--- src/rtl/vec_grid_arbiter.sv ---
// rtl/vec_grid_arbiter.sv - single-port vector RAM arbiter: read priority, buffered writes, grid clear
module vec_grid_arbiter #(
    parameter int VEC_CORD_WIDTH = 5,
    parameter int GRID_COLS      = 40,
    parameter int GRID_ROWS      = 32,
    parameter int IDX_WIDTH      = 6,
    parameter int ADDR_WIDTH     = 11,
    parameter int FIFO_DEPTH     = 4
) (
    input  logic                          clk,
    input  logic                          rst_n,
    input  logic                          clr_req,
    output logic                          clear_busy,
    input  logic                          wr_req,
    input  logic [IDX_WIDTH-1:0]          wr_row,
    input  logic [IDX_WIDTH-1:0]          wr_col,
    input  logic [VEC_CORD_WIDTH-1:0]     wr_vx,
    input  logic [VEC_CORD_WIDTH-1:0]     wr_vy,
    output logic                          wr_full,
    output logic [7:0]                    drop_count,
    input  logic                          rd_req,
    input  logic [IDX_WIDTH-1:0]          rd_row,
    input  logic [IDX_WIDTH-1:0]          rd_col,
    output logic                          rd_valid,
    output logic [VEC_CORD_WIDTH-1:0]     rd_vx,
    output logic [VEC_CORD_WIDTH-1:0]     rd_vy,
    output logic                          ram_en,
    output logic                          ram_we,
    output logic [ADDR_WIDTH-1:0]         ram_addr,
    output logic [2*VEC_CORD_WIDTH-1:0]   ram_wdata,
    input  logic [2*VEC_CORD_WIDTH-1:0]   ram_rdata
);
    localparam int DW    = 2 * VEC_CORD_WIDTH;
    localparam int TOTAL = GRID_ROWS * GRID_COLS;
    localparam int PTR_W = (FIFO_DEPTH > 1) ? $clog2(FIFO_DEPTH) : 1;
    localparam int CNT_W = $clog2(FIFO_DEPTH + 1);
    localparam logic [ADDR_WIDTH-1:0] LAST_ADDR = ADDR_WIDTH'(TOTAL - 1);
    localparam logic [IDX_WIDTH:0]    ROWS_L    = (IDX_WIDTH + 1)'(GRID_ROWS);
    localparam logic [IDX_WIDTH:0]    COLS_L    = (IDX_WIDTH + 1)'(GRID_COLS);
    localparam logic [CNT_W-1:0]      DEPTH_L   = CNT_W'(FIFO_DEPTH);

    typedef enum logic {ST_CLEAR, ST_RUN} state_t;

    typedef struct packed {
        logic [IDX_WIDTH-1:0] row;
        logic [IDX_WIDTH-1:0] col;
        logic [DW-1:0]        data;
    } entry_t;

    state_t                  state_q, state_d;
    logic [ADDR_WIDTH-1:0]   clr_cnt_q, clr_cnt_d;
    entry_t                  fifo_q [FIFO_DEPTH];
    entry_t                  fifo_d [FIFO_DEPTH];
    logic [PTR_W-1:0]        wr_ptr_q, wr_ptr_d, rd_ptr_q, rd_ptr_d;
    logic [CNT_W-1:0]        cnt_q, cnt_d;
    logic [7:0]              drop_q, drop_d;
    logic                    rd_valid_q, rd_valid_d;
    logic                    rd_ram_q, rd_ram_d;
    logic [DW-1:0]           rd_hold_q, rd_hold_d;
    logic [DW-1:0]           rd_cur;
    entry_t                  head;
    logic                    push, pop;

    function automatic logic in_range(input logic [IDX_WIDTH-1:0] row,
                                      input logic [IDX_WIDTH-1:0] col);
        return ({1'b0, row} < ROWS_L) && ({1'b0, col} < COLS_L);
    endfunction

    function automatic logic [ADDR_WIDTH-1:0] box_addr(input logic [IDX_WIDTH-1:0] row,
                                                       input logic [IDX_WIDTH-1:0] col);
        return ADDR_WIDTH'(row) * ADDR_WIDTH'(GRID_COLS) + ADDR_WIDTH'(col);
    endfunction

    assign head       = fifo_q[rd_ptr_q];
    assign wr_full    = (cnt_q == DEPTH_L);
    assign clear_busy = (state_q == ST_CLEAR);
    assign drop_count = drop_q;
    assign rd_valid   = rd_valid_q;
    assign rd_vx      = rd_cur[DW-1:VEC_CORD_WIDTH];
    assign rd_vy      = rd_cur[VEC_CORD_WIDTH-1:0];

    always_comb begin
        state_d    = state_q;
        clr_cnt_d  = clr_cnt_q;
        fifo_d     = fifo_q;
        wr_ptr_d   = wr_ptr_q;
        rd_ptr_d   = rd_ptr_q;
        cnt_d      = cnt_q;
        drop_d     = drop_q;
        rd_valid_d = rd_req;
        rd_ram_d   = 1'b0;
        pop        = 1'b0;
        ram_en     = 1'b0;
        ram_we     = 1'b0;
        ram_addr   = '0;
        ram_wdata  = '0;

        if (state_q == ST_CLEAR) begin
            ram_en    = 1'b1;
            ram_we    = 1'b1;
            ram_addr  = clr_cnt_q;
            clr_cnt_d = clr_cnt_q + 1'b1;
            if (clr_cnt_q == LAST_ADDR) begin
                state_d = ST_RUN;
            end
        end else if (rd_req) begin
            if (in_range(rd_row, rd_col)) begin
                ram_en   = 1'b1;
                ram_addr = box_addr(rd_row, rd_col);
                rd_ram_d = 1'b1;
            end
        end else if (cnt_q != '0) begin
            // Out-of-range entries still consume their pop slot, just without touching RAM.
            pop = 1'b1;
            if (in_range(head.row, head.col)) begin
                ram_en    = 1'b1;
                ram_we    = 1'b1;
                ram_addr  = box_addr(head.row, head.col);
                ram_wdata = head.data;
            end
        end

        if (clr_req) begin
            state_d   = ST_CLEAR;
            clr_cnt_d = '0;
        end

        push = wr_req && !wr_full;
        if (wr_req && wr_full && (drop_q != 8'hFF)) begin
            drop_d = drop_q + 8'd1;
        end
        if (push) begin
            fifo_d[wr_ptr_q] = '{row: wr_row, col: wr_col, data: {wr_vx, wr_vy}};
            wr_ptr_d         = wr_ptr_q + 1'b1;
        end
        if (pop) begin
            rd_ptr_d = rd_ptr_q + 1'b1;
        end
        if (push && !pop) begin
            cnt_d = cnt_q + 1'b1;
        end else if (pop && !push) begin
            cnt_d = cnt_q - 1'b1;
        end

        // Read data passes straight from the RAM in its valid cycle, then is held.
        if (rd_valid_q) begin
            rd_cur = rd_ram_q ? ram_rdata : '0;
        end else begin
            rd_cur = rd_hold_q;
        end
        rd_hold_d = rd_cur;

        if (!rst_n) begin
            ram_en    = 1'b0;
            ram_we    = 1'b0;
            ram_addr  = '0;
            ram_wdata = '0;
        end
    end

    always_ff @(posedge clk or negedge rst_n) begin
        if (!rst_n) begin
            state_q    <= ST_CLEAR;
            clr_cnt_q  <= '0;
            for (int i = 0; i < FIFO_DEPTH; i++) begin
                fifo_q[i] <= '0;
            end
            wr_ptr_q   <= '0;
            rd_ptr_q   <= '0;
            cnt_q      <= '0;
            drop_q     <= '0;
            rd_valid_q <= 1'b0;
            rd_ram_q   <= 1'b0;
            rd_hold_q  <= '0;
        end else begin
            state_q    <= state_d;
            clr_cnt_q  <= clr_cnt_d;
            fifo_q     <= fifo_d;
            wr_ptr_q   <= wr_ptr_d;
            rd_ptr_q   <= rd_ptr_d;
            cnt_q      <= cnt_d;
            drop_q     <= drop_d;
            rd_valid_q <= rd_valid_d;
            rd_ram_q   <= rd_ram_d;
            rd_hold_q  <= rd_hold_d;
        end
    end
endmodule

--- config.mk ---
export PLATFORM = sky130hd
export DESIGN_NAME = vec_grid_arbiter
export DESIGN_NICKNAME = d
export VERILOG_FILES = /design/src/rtl/vec_grid_arbiter.sv
export SDC_FILE = /design/constraint.sdc
export NUM_CORES = 1
export LEC_CHECK = 0
export CAP_MARGIN = 40
export CORE_UTILIZATION = 55
export DETAILED_ROUTE_END_ITERATION = 8
export GPL_ROUTABILITY_DRIVEN = 0
export PLACE_DENSITY = 0.77
export SYNTH_ARGS = -nofsm -noshare
export SYNTH_HDL_FRONTEND = slang
export SYNTH_SLANG_ARGS = --single-unit
--- constraint.sdc ---
create_clock -name clk -period 6.2 [get_ports clk]
set_clock_uncertainty 0.2 [all_clocks]
set_input_delay 1.24 -clock clk [delete_from_list [all_inputs] [get_ports clk]]
set_output_delay 1.24 -clock clk [all_outputs]
set_load 0.01 [all_outputs]
==> impl_metrics.py <==
metrics = {
    "placed_design": {
        "dp_hpwl_um": 9640,
        "place_area_mm2": 0.00768,
        "port-buffer-count": 92,
        "dp_cells": 750,
        "post-place-ws_ns": 0.549,
    },
    "status": {
        "violations": "DRC",
        "status": "finished, violations left",
    },
    "power_and_ir_drop": {
        "cellPowerDensity_mw_per_mm2": 474,
        "p_leak_nw": 3.55,
        "p_int_mw": 2.73,
        "power_frac_comb": 0.391,
        "power_frac_seq": 0.342,
        "power_mw": 3.93,
        "switchingPower_mw": 1.21,
        "clockPowerShare": 0.267,
        "p_sw_frac": 0.307,
        "ir_worst_vdd_mv": 0.316,
    },
    "sta": {
        "finalSetupViolations": 0,
        "whs_ns": 0.299,
        "rsz0062_at_grt": "no",
        "max_freq_ghz": 0.173,
        "setup_ws_ns": 0.413,
        "fin_crit_sh": 0.933,
        "hold_viol": 0,
        "slew_headroom": 0.453,
        "drv_slew": 0,
        "setup_tns_ns": 0,
        "tightest_slew_ns": 0.821,
        "fin_crit_ns": 5.79,
    },
    "floorplan": {
        "io_pins": 93,
        "start_util": 0.571,
        "rows": 39,
        "dieArea_mm2": 0.0124,
        "chipWidth_um": 111,
        "die_y_um": 111,
        "coreArea_mm2": 0.0115,
    },
    "worst_setup_path": {
        "end_kind": "primary output",
        "cp_max_fo": 9,
        "path_depth": 12,
        "slowest_delay_ns": 0.67,
        "ff2ff_path_depth": 7,
        "crit_start": "rd_ptr_q[0]",
        "critPathRequiredTime_ns": 4.76,
        "crit_type": "flop to primary output",
        "r2r_start": "state_q",
        "cp_cell_sequence": "mux4_2 > ha_1 > ha_1 > inv_1 > fa_1 > xnor2_1 > nand3b_1 > nor4_1 > xnor2_1 > nand2_1 > a41oi_2 > clkdlybuf4s50_1",
        "crit_end": "ram_addr[10]",
        "rr_endpoint": "cnt_q[1]",
        "critical_path_buf_inv_count": 2,
        "cpMaxStageDelayCell": "dfrtp_1",
        "worst_setup_path_start_kind": "flop",
        "crit_family": "adder cells",
        "ff2ff_setup_slack_ns": 3.03,
        "cp_data_arrival_time_ns": 4.35,
    },
    "layout": {
        "fin_nets": 709,
        "final_core_util": 0.721,
        "multi_input_area_mm2": 0.00317,
        "stdcell_area_mm2": 0.00831,
        "ff_latch_area_mm2": 0.00318,
        "layout-drive-gt1-share": 0.239,
        "synthToLayoutAreaGrowth_pct": 26.3,
        "antennaDiodeCount": 0,
        "layout.cells.non_filler": 782,
        "fillers": 839,
    },
    "logic_synthesis": {
        "syn_area_mm2": 0.00658,
        "ys_types": 40,
        "avgSynthCellArea_um2": 12.5,
        "synth_top_cell_by_area": "dfrtp_1",
        "netlist_instances": 528,
        "synthTopCellsByArea": "dfrtp_1 (48%), mux2_2 (15%), mux4_2 (7.5%)",
        "synth_nets": 611,
        "synth_top_area_share": 0.483,
        "ys_seq_area_frac": 0.483,
        "ys_seq_elements": 127,
        "yosys_warnings": 0,
    },
    "global_routing": {
        "gr-usage-all-layers": 0.249,
        "grt_pass1_wl_um": 24100,
        "grt_pass1_vias": 4885,
        "antenna_found_initial": 0,
        "gr-total-overflow": 0,
        "grt_max_degree": 75,
    },
    "cts": {
        "ctsResizeCount": 0,
        "htreeDepth": 4,
        "cts_tree": "yes",
        "cts_root_buffer": "clkbuf_16",
        "numCtsBuffers": 17,
        "clk_latency_ns": 0.41,
        "cts_setup_buffers": 0,
        "cts-hold-fix-buffers": 0,
        "cts_num_sinks": 127,
        "clk_path_buf_depth": 2,
        "clk_pin_slew_ns": 0.06,
    },
    "route": {
        "vias": 4414,
        "drt_iter0_markers": 213,
        "drc_errors": 14,
        "routed_wl_um": 13900,
        "route.antenna.remaining_nets": 0,
        "detail_route.wl_per_cell_um": 17.7,
        "dr.pass1.iters": 7,
        "routed_via_density": 5.64,
    },
    "run": {
        "maxCapViolCount": 0,
    },
    "worst_hold_path": {
        "holdCritPathClass": "flop to flop",
    },
}
-- cells in the mapped netlist --
| cell type | number |
|---|---|
| o21ai_0 | 26 |
| or3_1 | 3 |
| nand4_1 | 3 |
| a41oi_2 | 1 |
| nor4_1 | 2 |
| inv_1 | 33 |
| a21o_1 | 4 |
| clkbuf_1 | 10 |
| buf_1 | 2 |
| o31a_1 | 1 |
| and2_1 | 2 |
| mux2i_1 | 1 |
| nor3b_1 | 2 |
| mux2_2 | 89 |
| a21oi_1 | 18 |
| o311ai_0 | 1 |
| nand2_1 | 30 |
| fa_1 | 5 |
| nor2_1 | 19 |
| o21a_1 | 3 |
| buf_2 | 9 |
| ha_1 | 29 |
| nor2b_1 | 13 |
| and3_1 | 4 |
| nand2b_1 | 5 |
| a31oi_1 | 1 |
| nor3_1 | 4 |
| buf_6 | 1 |
| a221oi_1 | 4 |
| nor4_4 | 1 |
| xor2_1 | 15 |
| nand3_1 | 9 |
| mux4_2 | 22 |
| a22oi_1 | 5 |
| or2_2 | 2 |
| nand3b_1 | 2 |
| buf_4 | 1 |
| xnor2_1 | 18 |
| dfrtp_1 | 127 |
| and3b_1 | 1 |
-- final cells by class --
type                            instances  area share
Timing Repair Buffer                  102       0.125
Sequential cell                       127       0.383
Multi-Input combinational cell        345       0.381
Clock inverter                          9      0.0187
Tap cell                              143      0.0215
Inverter                               33      0.0149
Clock buffer                           23      0.0563
-- sequential cells by signal (all words and copies together), names as in the netlist --
name / cells
clr_cnt_q: 11
cnt_q: 3
drop_count: 8
fifo_q: 88
rd_hold_q: 10
rd_ptr_q: 2
rd_ram_q: 1
rd_valid: 1
state_q: 1
wr_ptr_q: 2
-- cells in the final DEF (no fill, tap or decap), types with 4 or more instances in the layout --
cell type          n
clkdlybuf4s50_1   91
a22oi_1            5
dfrtp_1          127
nor2_1            19
clkbuf_1           4
ha_1              29
bufinv_16          4
mux2_2            89
fa_1               5
a221oi_1           4
and3_1             4
buf_4              5
nor2b_1           13
xor2_1            15
o21ai_0           26
xnor2_1           18
inv_1             33
mux4_2            22
a21oi_1           18
nand2b_1           5
a21o_1             4
nor3_1             4
clkbuf_16         17
nand3_1            9
nand2_1           30
-- logic make-up (layout without fill, tap and decap cells) --
| kind of cell | after synthesis | after routing | share of synthesized area |
|---|---|---|---|
| AOI/OAI and AO/OA | 64 | 64 | 0.0586 |
| xor gates and xnor gates | 33 | 33 | 0.0439 |
| adders and majority gates | 34 | 34 | 0.0704 |
| buffers and inverters | 56 | 167 | 0.0354 |
| DFF | 127 | 127 | 0.483 |
| muxes | 112 | 112 | 0.229 |
| and+or+nand+nor | 102 | 102 | 0.0793 |
-- layer usage --
layer / up-vias / track usage / share of wire
li1: 2069 / - / -
met1: 2227 / 0.315 / 0.44
met2: 97 / 0.427 / 0.50
met3: 21 / 0.0588 / 0.044
met4: 0 / 0.0766 / 0.016
met5: - / 0 / 0
-- power by group through the flow --
stage                     sequential (mW)  combinational, mW  clock, mW
after floorplan                      1.29               1.20          0
after global placement               1.33               1.46          0
after detailed placement             1.36               1.54          0
after CTS                            1.35               1.55       1.07
after global routing                 1.40               1.70       1.11
final                                1.35               1.54       1.05
-- how the worst min path moves through the flow --
| stage | cells after the start | from | slack (ns) | to |
|---|---|---|---|---|
| 2_1_floorplan | 1 | cnt_q[2] | 0.26 | cnt_q[2] |
| 3_3_place_gp | 1 | cnt_q[2] | 0.27 | cnt_q[2] |
| 3_5_place_dp | 1 | cnt_q[2] | 0.28 | cnt_q[2] |
| 4_1_cts | 1 | cnt_q[2] | 0.30 | cnt_q[2] |
| 5_1_grt | 1 | fifo_q[24] | 0.32 | fifo_q[24] |
| 6_report | 1 | fifo_q[54] | 0.30 | fifo_q[54] |
Note: power is estimated with default switching activity, not from simulation.
